`src/rtl/eq_pkg.sv`:
```
// Shared types and constants for the equalizer pot scan scheduler.
package eq_pkg;

  typedef enum logic [1:0] {GAP, ARB, WAIT, STORE} sched_state_t;

  localparam int unsigned NUM_SLOTS = 6;

  localparam int unsigned SLOT_LP  = 0;
  localparam int unsigned SLOT_B1  = 1;
  localparam int unsigned SLOT_B2  = 2;
  localparam int unsigned SLOT_B3  = 3;
  localparam int unsigned SLOT_HP  = 4;
  localparam int unsigned SLOT_VOL = 5;

  // Board wiring: which ADC128S input each slide pot lands on.
  localparam logic [2:0] SLOT_CHNL [NUM_SLOTS] = '{3'd1, 3'd0, 3'd4, 3'd2, 3'd3, 3'd7};

  function automatic logic [2:0] next_slot(input logic [2:0] slot);
    return (slot == 3'(NUM_SLOTS - 1)) ? 3'd0 : slot + 3'd1;
  endfunction

endpackage

```
`src/rtl/sched_timer.sv`:
```
// Shared interval counter: measures the inter-conversion gap and the conversion timeout.
module sched_timer #(
  parameter int unsigned WIDTH = 13
) (
  input  logic             clk,
  input  logic             rst,
  input  logic             load,
  input  logic [WIDTH-1:0] load_val,
  input  logic             en,
  input  logic [WIDTH-1:0] limit,
  output logic             expired
);

  logic [WIDTH-1:0] cnt_q, cnt_d;

  always_comb begin
    cnt_d = cnt_q;
    if (load) begin
      cnt_d = load_val;
    end else if (en) begin
      cnt_d = cnt_q + 1'b1;
    end
  end

  always_ff @(posedge clk or posedge rst) begin
    if (rst) begin
      cnt_q <= '0;
    end else begin
      cnt_q <= cnt_d;
    end
  end

  assign expired = (cnt_q == limit);

endmodule

```
`src/rtl/pot_scan_sched.sv`:
```
// Pot scan scheduler: round-robins the six slide pots through the shared A2D, interleaves
// host conversions, and holds the latest 12-bit reading per band.
module pot_scan_sched
  import eq_pkg::*;
#(
  parameter int unsigned GAP_CYCLES = 1024,
  parameter int unsigned TIMEOUT    = 4096
) (
  input  logic                 clk,
  input  logic                 rst,
  output logic                 strt_cnv,
  output logic [2:0]           chnnl,
  input  logic                 cnv_cmplt,
  input  logic [11:0]          res,
  input  logic                 hreq,
  input  logic [2:0]           hchnl,
  output logic                 hgnt,
  output logic [11:0]          hres,
  output logic                 hvld,
  output logic                 herr,
  output logic [11:0]          LP_gain,
  output logic [11:0]          B1_gain,
  output logic [11:0]          B2_gain,
  output logic [11:0]          B3_gain,
  output logic [11:0]          HP_gain,
  output logic [11:0]          VOLUME,
  output logic [NUM_SLOTS-1:0] gain_vld,
  output logic                 scan_err
);

  localparam int unsigned CntMax = (GAP_CYCLES > TIMEOUT) ? GAP_CYCLES : TIMEOUT;
  localparam int unsigned CntW   = $clog2(CntMax + 1);
  localparam logic [CntW-1:0] GapLim  = CntW'(GAP_CYCLES);
  localparam logic [CntW-1:0] WaitLim = CntW'(TIMEOUT - 1);

  sched_state_t state_q, state_d;
  logic [2:0]   slot_q, slot_d;
  logic         last_host_q, last_host_d;
  logic         owner_host_q, owner_host_d;
  logic [2:0]   chnnl_q, chnnl_d;
  logic [11:0]  gain_q [NUM_SLOTS];
  logic [11:0]  gain_d [NUM_SLOTS];
  logic [NUM_SLOTS-1:0] gain_vld_q, gain_vld_d;
  logic         scan_err_q, scan_err_d;
  logic [11:0]  hres_q, hres_d;
  logic         hvld_q, hvld_d;
  logic         herr_q, herr_d;

  logic            host_win;
  logic [2:0]      arb_chnl;
  logic            tmo_fire;
  logic            tmr_load, tmr_en, tmr_expired;
  logic [CntW-1:0] tmr_load_val, tmr_limit;

  // Host only wins if the previous grant went to the scan, so neither side can starve.
  assign host_win = (state_q == ARB) && hreq && !last_host_q;
  assign arb_chnl = host_win ? hchnl : SLOT_CHNL[slot_q];
  assign tmo_fire = (state_q == WAIT) && !cnv_cmplt && tmr_expired;

  // Reloading with 1 after a store/timeout makes strt_cnv land GAP_CYCLES+1 clks later.
  assign tmr_load     = (state_q == ARB) || (state_q == STORE) || tmo_fire;
  assign tmr_load_val = (state_q == ARB) ? '0 : CntW'(1);
  assign tmr_en       = (state_q == GAP) || (state_q == WAIT);
  assign tmr_limit    = (state_q == GAP) ? GapLim : WaitLim;

  sched_timer #(
    .WIDTH(CntW)
  ) u_timer (
    .clk      (clk),
    .rst      (rst),
    .load     (tmr_load),
    .load_val (tmr_load_val),
    .en       (tmr_en),
    .limit    (tmr_limit),
    .expired  (tmr_expired)
  );

  always_comb begin
    state_d      = state_q;
    slot_d       = slot_q;
    last_host_d  = last_host_q;
    owner_host_d = owner_host_q;
    chnnl_d      = chnnl_q;
    gain_d       = gain_q;
    gain_vld_d   = gain_vld_q;
    scan_err_d   = scan_err_q;
    hres_d       = hres_q;
    hvld_d       = 1'b0;
    herr_d       = 1'b0;
    strt_cnv     = 1'b0;
    hgnt         = 1'b0;

    unique case (state_q)
      GAP: begin
        if (tmr_expired) state_d = ARB;
      end
      ARB: begin
        strt_cnv     = 1'b1;
        hgnt         = host_win;
        chnnl_d      = arb_chnl;
        owner_host_d = host_win;
        last_host_d  = host_win;
        state_d      = WAIT;
      end
      WAIT: begin
        // Completion takes precedence over a coincident timeout.
        if (cnv_cmplt) begin
          state_d = STORE;
          if (owner_host_q) begin
            hres_d = res;
            hvld_d = 1'b1;
          end else begin
            gain_d[slot_q]     = res;
            gain_vld_d[slot_q] = 1'b1;
            slot_d             = next_slot(slot_q);
          end
        end else if (tmr_expired) begin
          state_d = GAP;
          if (owner_host_q) begin
            hvld_d = 1'b1;
            herr_d = 1'b1;
          end else begin
            scan_err_d = 1'b1;
            slot_d     = next_slot(slot_q);
          end
        end
      end
      STORE: begin
        state_d = GAP;
      end
      default: begin
        state_d = GAP;
      end
    endcase
  end

  always_ff @(posedge clk or posedge rst) begin
    if (rst) begin
      state_q      <= GAP;
      slot_q       <= '0;
      last_host_q  <= 1'b0;
      owner_host_q <= 1'b0;
      chnnl_q      <= '0;
      gain_q       <= '{default: '0};
      gain_vld_q   <= '0;
      scan_err_q   <= 1'b0;
      hres_q       <= '0;
      hvld_q       <= 1'b0;
      herr_q       <= 1'b0;
    end else begin
      state_q      <= state_d;
      slot_q       <= slot_d;
      last_host_q  <= last_host_d;
      owner_host_q <= owner_host_d;
      chnnl_q      <= chnnl_d;
      gain_q       <= gain_d;
      gain_vld_q   <= gain_vld_d;
      scan_err_q   <= scan_err_d;
      hres_q       <= hres_d;
      hvld_q       <= hvld_d;
      herr_q       <= herr_d;
    end
  end

  assign chnnl    = (state_q == ARB) ? arb_chnl : chnnl_q;
  assign hres     = hres_q;
  assign hvld     = hvld_q;
  assign herr     = herr_q;
  assign gain_vld = gain_vld_q;
  assign scan_err = scan_err_q;

  assign LP_gain = gain_q[SLOT_LP];
  assign B1_gain = gain_q[SLOT_B1];
  assign B2_gain = gain_q[SLOT_B2];
  assign B3_gain = gain_q[SLOT_B3];
  assign HP_gain = gain_q[SLOT_HP];
  assign VOLUME  = gain_q[SLOT_VOL];

endmodule

```
`config.mk`:
```
export PLATFORM = sky130hd
export DESIGN_NAME = pot_scan_sched
export DESIGN_NICKNAME = d
export VERILOG_FILES = /design/src/rtl/eq_pkg.sv /design/src/rtl/sched_timer.sv /design/src/rtl/pot_scan_sched.sv
export SDC_FILE = /design/constraint.sdc
export NUM_CORES = 1
export LEC_CHECK = 0
export BUFFER_PORTS_ARGS = -buffer_cell sky130_fd_sc_hd__buf_4
export CORE_ASPECT_RATIO = 1.25
export CORE_MARGIN = 5
export CORE_UTILIZATION = 55
export CTS_CLUSTER_SIZE = 40
export DETAILED_ROUTE_END_ITERATION = 8
export GPL_TIMING_DRIVEN = 0
export PLACE_DENSITY = 0.89
export RECOVER_POWER = 50
export SLEW_MARGIN = 20
export SYNTH_ARGS = -nofsm -noshare
export SYNTH_HDL_FRONTEND = slang
export SYNTH_SLANG_ARGS = --single-unit
export TNS_END_PERCENT = 20
```
`constraint.sdc`:
```
create_clock -name clk -period 8.35 [get_ports clk]
set_input_delay 1.67 -clock clk [delete_from_list [all_inputs] [get_ports clk]]
set_output_delay 1.67 -clock clk [all_outputs]
set_load 0.02 [all_outputs]
```
==> results of run 1 <==
-- through the flow --
stage          cells  setup WS (ns)
2_1_floorplan    329           3.64
3_3_place_gp     541           2.64
3_5_place_dp     542           4.10
4_1_cts          574           4.10
5_1_grt          574           2.24
6_report         574           3.13
-- cell families after synthesis --
| kind of cell | Yosys count | synth area share [%] |
|---|---|---|
| muxes | 86 | 21.5 |
| and+or+nand+nor | 77 | 9.23 |
| AOI/OAI and AO/OA | 17 | 2.31 |
| DFF | 115 | 61.9 |
| adders and majority gates | 2 | 0.538 |
| xor gates and xnor gates | 12 | 2.26 |
| buffers and inverters | 20 | 2.26 |
-- synth_stat cells (all sizes together) (2+ instances only) --
cell type / instances
dfrtp: 115
mux2: 85
nor3: 18
nand2: 15
nor2: 11
buf: 10
xnor2: 8
inv: 7
nand3: 6
o21ai: 6
nand4: 5
or2: 5
xor2: 4
a21o: 3
clkbuf: 3
nor3b: 3
nor4: 3
a31oi: 2
and4: 2
ha: 2
nand2b: 2
nor2b: 2
o21bai: 2
or4: 2
-- report_power, final --
part / total, W / switching, W / internal (W)
sequential: 0.000559 / 0.000000657 / 0.000559
combinational: 0.0000249 / 0.0000180 / 0.00000687
clock: 0.000741 / 0.000243 / 0.000498
total: 0.00133 / 0.000262 / 0.00106
-- sequential cells by signal, summed over array words and instances (netlist names) --
signal / cells
B1_gain: 12
B2_gain: 12
B3_gain: 12
HP_gain: 12
LP_gain: 12
VOLUME: 12
chnnl_q: 3
gain_vld: 6
herr: 1
hres: 12
hvld: 1
owner_host_q: 1
scan_err: 1
slot_q: 3
state_q: 2
u_timer.cnt_q: 13
-- worst paths after layout --
kind	endpoint	cells past startpoint
max	HP_gain[1]$_DFFE_PP0P_	3
min	gain_vld[0]$_DFFE_PP0P_	1
max reg2reg	LP_gain[8]$_DFFE_PP0P_	6
min reg2reg	gain_vld[0]$_DFFE_PP0P_	1
max in group clk	chnnl[0]	6
min in group asynchronous	hres[3]$_DFFE_PP0P_	2
-- routing by layer --
layer | up-vias | GRT usage [%] | wire (um)
met1 | 1637 | 26.5 | 4530
met2 | 130 | 41.9 | 6160
met4 | 0 | 9.22 | 296
met3 | 23 | 7.51 | 684
li1 | 1437 | - | -
met5 | - | 0 | 0
-- cell type report --
class | instances | area (um2) | area share [%]
Clock buffer | 22 | 453 | 7.27
Sequential cell | 115 | 2880 | 46.2
Timing Repair Buffer | 116 | 867 | 13.9
Clock inverter | 10 | 155 | 2.49
Buffer | 13 | 70.1 | 1.13
Tap cell | 97 | 121 | 1.95
Inverter | 7 | 27.5 | 0.442
Multi-Input combinational cell | 194 | 1650 | 26.6
-- critical path, stage by stage --
cell and delay [ns]:
clkbuf_4 0.11, clkinvlp_2 1.55, clkbuf_1 1.92
==> results.py, run 1 <==
metrics = {
    "layout": {
        "final_cell_mix": "115 x dfrtp_1, 114 x buf_4, 75 x mux2_2",
        "layout_commonest_cell": "dfrtp_1",
        "nNetsFinal": 485,
        "drive_gt1_share_pct": 50.5,
        "fillers": 497,
        "area_growth_pct": 33.9,
        "fin_area_um2": 6230,
        "fin_util_pct": 75.6,
        "diodes": 0,
    },
    "synthesis": {
        "ys.flop_type": "dfrtp_1",
        "yosysUniqueCellTypes": 41,
        "ys_async_sr_fraction_pct": 100,
        "yosys_warnings": 0,
        "synthTopCellsByArea": "dfrtp_1 62%, mux2_2 18%, mux2_4 2.9%, nor3_1 1.8%, xnor2_1 1.5%",
        "ys_ff_latch": 115,
        "yosys.area.top_type_share_pct": 61.9,
        "netlist_instances": 329,
        "ys_seq_area_share_pct": 61.9,
        "yosys.area.top_type": "dfrtp_1",
        "synth_edf_count": 0,
        "syn-num-nets": 350,
        "syn_area_um2": 4650,
        "avgSynthCellArea_um2": 14.1,
    },
    "timing": {
        "setup-tns-final_ns": 0,
        "finalMaxSlewViolations": 118,
        "setup_viol": 0,
        "skew_ns": 0.00594,
        "holdWs_ns": 0.473,
        "hold_viol_final": 0,
        "rsz0062_at_grt": "no",
        "fin_crit_sh_pct": 62.5,
        "worstMarginPinSlew_ns": 2.73,
        "period_needed_ns": 5.22,
        "relSlewSlack_pct": -83.2,
        "clock.fmax_ghz": 0.191,
    },
    "place": {
        "placed_area_um2": 5670,
        "port_buffers": 115,
        "place_congestion": 0.821,
        "hpwl_um": 7790,
    },
    "drt": {
        "ant_nets": 0,
        "routed_via_density": 5.62,
        "wirelength_um": 11700,
        "firstDrtPassIters": 4,
        "route.detailed.drc": 0,
        "via_count": 3227,
        "wl_per_cell_um": 20.3,
        "drtIter0Drc": 156,
    },
    "setup_path": {
        "r2r_start": "state_q[0]$_DFFE_PP0P_",
        "crit_required_ns": 8.42,
        "r2r_slack_ns": 5.71,
        "path_max_fanout": 64,
        "cp-end-kind": "asynchronous set/reset pin",
        "cp_data_arrival_time_ns": 5.29,
        "path_class": "primary input to asynchronous set/reset pin",
        "critPathLaunchType": "primary input",
        "startpoint": "rst",
    },
    "clock_tree": {
        "cts_made_buffers": 17,
        "cts-hold-fix-buffers": 0,
        "htree_levels": 4,
        "root_buffer": "clkbuf_8",
        "cts_resized": 0,
        "max-clock-path-buffers": 2,
        "clock_latency_ns": 0.52,
        "clkTransAtPathRegs_ns": 0.06,
        "cts.sinks": 115,
        "cts_tree": "done",
        "cts_setup_buffers": 0,
    },
    "floorplanning": {
        "io_pins": 117,
        "core_um2": 8240,
        "start_util_pct": 56.4,
        "die_height_um": 113,
        "fp-row-count": 37,
        "die_w_um": 92.2,
        "die-area_um2": 10400,
    },
    "global_route": {
        "antenna_found_initial": 0,
        "grt_max_degree": 65,
        "grt_pass1_vias": 3489,
        "grt_pass1_wl_um": 18800,
        "gr-total-overflow": 0,
        "grtUsageTotal_pct": 23.7,
    },
    "pwr": {
        "power_density_nw_per_um2": 213,
        "leakage_nw": 3.28,
        "ir_drop_v": 0.000157,
        "power_w": 0.00133,
    },
    "job": {
        "max_cap_viol_count": 2,
    },
    "worst_hold_path": {
        "min_path_type": "register to register",
        "worstHoldStart": "gain_vld[0]$_DFFE_PP0P_",
    },
    "outcome": {
        "status": "finished with violations",
        "violations": "max-capacitance violations, max-slew violations",
    },
}
(Power assumes the default switching activity.)
==> run 2: changes to the inputs <==
Settings changed: CORE_UTILIZATION 55 to 53, PLACE_DENSITY 0.89 to 0.87.
Clock period 8.35 ns to 5.3 ns, I/O delays scaled along.
==> results.py, run 2 (synthesis gave the netlist of run 1 again) <==
metrics = {
    "outcome": {
        "status": "finished with violations",
        "violations": "max-capacitance violations, max-slew violations",
    },
    "pwr": {
        "seq_power_share_pct": 41.7,
        "leakage_nw": 3.29,
        "switchingPower_w": 0.000409,
        "pwr-share-comb_pct": 1.9,
        "pwr-share-clk_pct": 56.4,
        "ir_drop_v": 0.000215,
        "power_density_nw_per_um2": 337,
        "internal_power_w": 0.00170,
        "p_sw_share_pct": 19.4,
        "power_w": 0.00211,
    },
    "floorplanning": {
        "die_w_um": 93.8,
        "start_util_pct": 53.7,
        "die_height_um": 115,
        "die-area_um2": 10800,
        "io_pins": 117,
        "core_um2": 8650,
        "fp-row-count": 38,
    },
    "timing": {
        "fin_crit_sh_pct": 65.1,
        "fin_ws_ns": 1.85,
        "skew_ns": 0.00803,
        "clock.fmax_ghz": 0.290,
        "setup-tns-final_ns": 0,
        "worstMarginPinSlew_ns": 1.97,
        "rsz0062_at_grt": "no",
        "relSlewSlack_pct": -32.4,
        "finalMaxSlewViolations": 118,
        "period_needed_ns": 3.45,
        "setup_viol": 0,
        "hold_viol_final": 0,
    },
    "setup_path": {
        "critPathSlowestCell": "clkbuf_2",
        "critPathLaunchType": "primary input",
        "r2r_slack_ns": 2.25,
        "path_max_fanout": 70,
        "path_class": "primary input to asynchronous set/reset pin",
        "cp_data_arrival_time_ns": 3.75,
        "cp-end-kind": "asynchronous set/reset pin",
        "crit_required_ns": 5.60,
        "worstPathCellList": "clkbuf_4, clkinvlp_2, clkbuf_2",
        "cpPeakStageDelay_ns": 1.40,
    },
    "layout": {
        "final_cells": 596,
        "regMostFlops": "u_timer.cnt_q",
        "nNetsFinal": 485,
        "diodes": 0,
        "drive_gt1_share_pct": 50.4,
        "largest_reg_flops": 13,
        "area_growth_pct": 34.6,
        "final_cell_mix": "115 x dfrtp_1, 115 x buf_4, 74 x mux2_2",
    },
    "global_route": {
        "antenna_found_initial": 0,
        "grt_pass1_wl_um": 18000,
        "grt_max_degree": 71,
        "gr-total-overflow": 0,
        "grt_pass1_vias": 3471,
        "grtUsageTotal_pct": 22.0,
    },
    "drt": {
        "drtIter0Drc": 96,
        "routed_via_density": 5.32,
        "route.detailed.drc": 0,
        "ant_nets": 0,
        "wl_per_cell_um": 18.9,
        "via_count": 3170,
        "wirelength_um": 11300,
        "firstDrtPassIters": 4,
    },
    "place": {
        "place_congestion": 0.890,
        "placedCellCount": 565,
        "preCtsSetupSlack_ns": 2.29,
        "port_buffers": 115,
        "hpwl_um": 7670,
    },
    "clock_tree": {
        "cts_made_buffers": 17,
        "root_buffer": "clkbuf_8",
        "cts_setup_buffers": 0,
        "cts_tree": "done",
        "cts.sinks": 115,
        "htree_levels": 4,
        "cts-hold-fix-buffers": 0,
        "cts_resized": 0,
        "clkTransAtPathRegs_ns": 0.05,
        "clock_latency_ns": 0.51,
        "max-clock-path-buffers": 2,
    },
    "job": {
        "max_cap_viol_count": 2,
    },
    "worst_hold_path": {
        "min_path_type": "register to register",
    },
}
run 2: cell types whose count changed in the layout (fill, tap and decap cells not counted):
| cell | delta |
|---|---|
| clkinv_2 | -3 |
| clkbuf_2 | +2 |
| clkbuf_8 | +2 |
| buf_1 | -1 |
| buf_2 | -1 |
| buf_4 | +1 |
| buf_6 | -1 |
| clkbuf_1 | -1 |
| clkinv_4 | +1 |
| mux2_1 | +1 |
| mux2_2 | -1 |
| nor3b_1 | +1 |
| nor3b_4 | -1 |
run 2: power groups by stage:
stage | logic, W | registers, W | clock network (W)
2_1_floorplan | 0.0000163 | 0.000896 | 0
3_5_place_dp | 0.0000437 | 0.000896 | 0
6_report | 0.0000398 | 0.000881 | 0.00119
3_3_place_gp | 0.0000389 | 0.000896 | 0
5_1_grt | 0.0000452 | 0.000880 | 0.00125
4_1_cts | 0.0000440 | 0.000881 | 0.00120
run 2: worst max-delay path: cells and delay by family:
family	cells	cell delay, ns
buffers and inverters	3	2.63
run 2: through the flow:
stage | instance area, um2 | hold slack (ns) | utilization, %
after floorplan | 4650 | 0.535 | -
after global placement | 5660 | 0.455 | 65.5
after detailed placement | 5700 | 0.457 | 65.8
after CTS | 6320 | 0.470 | 73.1
after global routing | 6260 | 0.482 | 72.3
final | 6260 | 0.464 | 72.3
run 2: layer usage:
metal,wire length (um),global-route usage (%),up-vias,part of all wire [%]
li1,-,-,1442,-
met3,669,6.41,16,5.9
met4,198,8.48,0,1.8
met2,5940,38.6,117,53
met5,0,0,-,0
met1,4440,25.4,1595,39
run 2: path summary, 6_finish.rpt:
check                                         from                      end  cells past startpoint
setup reg to reg            state_q[0]$_DFFE_PP0P_   LP_gain[2]$_DFFE_PP0P_                      6
hold / removal             gain_vld[1]$_DFFE_PP0P_  gain_vld[1]$_DFFE_PP0P_                      1
hold reg to reg            gain_vld[1]$_DFFE_PP0P_  gain_vld[1]$_DFFE_PP0P_                      1
min in group asynchronous                      rst     chnnl_q[2]$_DFF_PP0_                      2
max in group clk             slot_q[0]$_DFFE_PP0P_                 chnnl[2]                      6
setup / recovery                               rst   B2_gain[6]$_DFFE_PP0P_                      3
run 2: layout make-up:
type | count | area (um2)
fillers | 560 | 2390
flip-flops and latches | 115 | 2880
clock inverters | 8 | 149
well taps | 120 | 150
repair buffers | 116 | 868
multi-input cells | 194 | 1640
plain buffers | 13 | 66.3
clock buffers | 23 | 477
inverters | 7 | 27.5
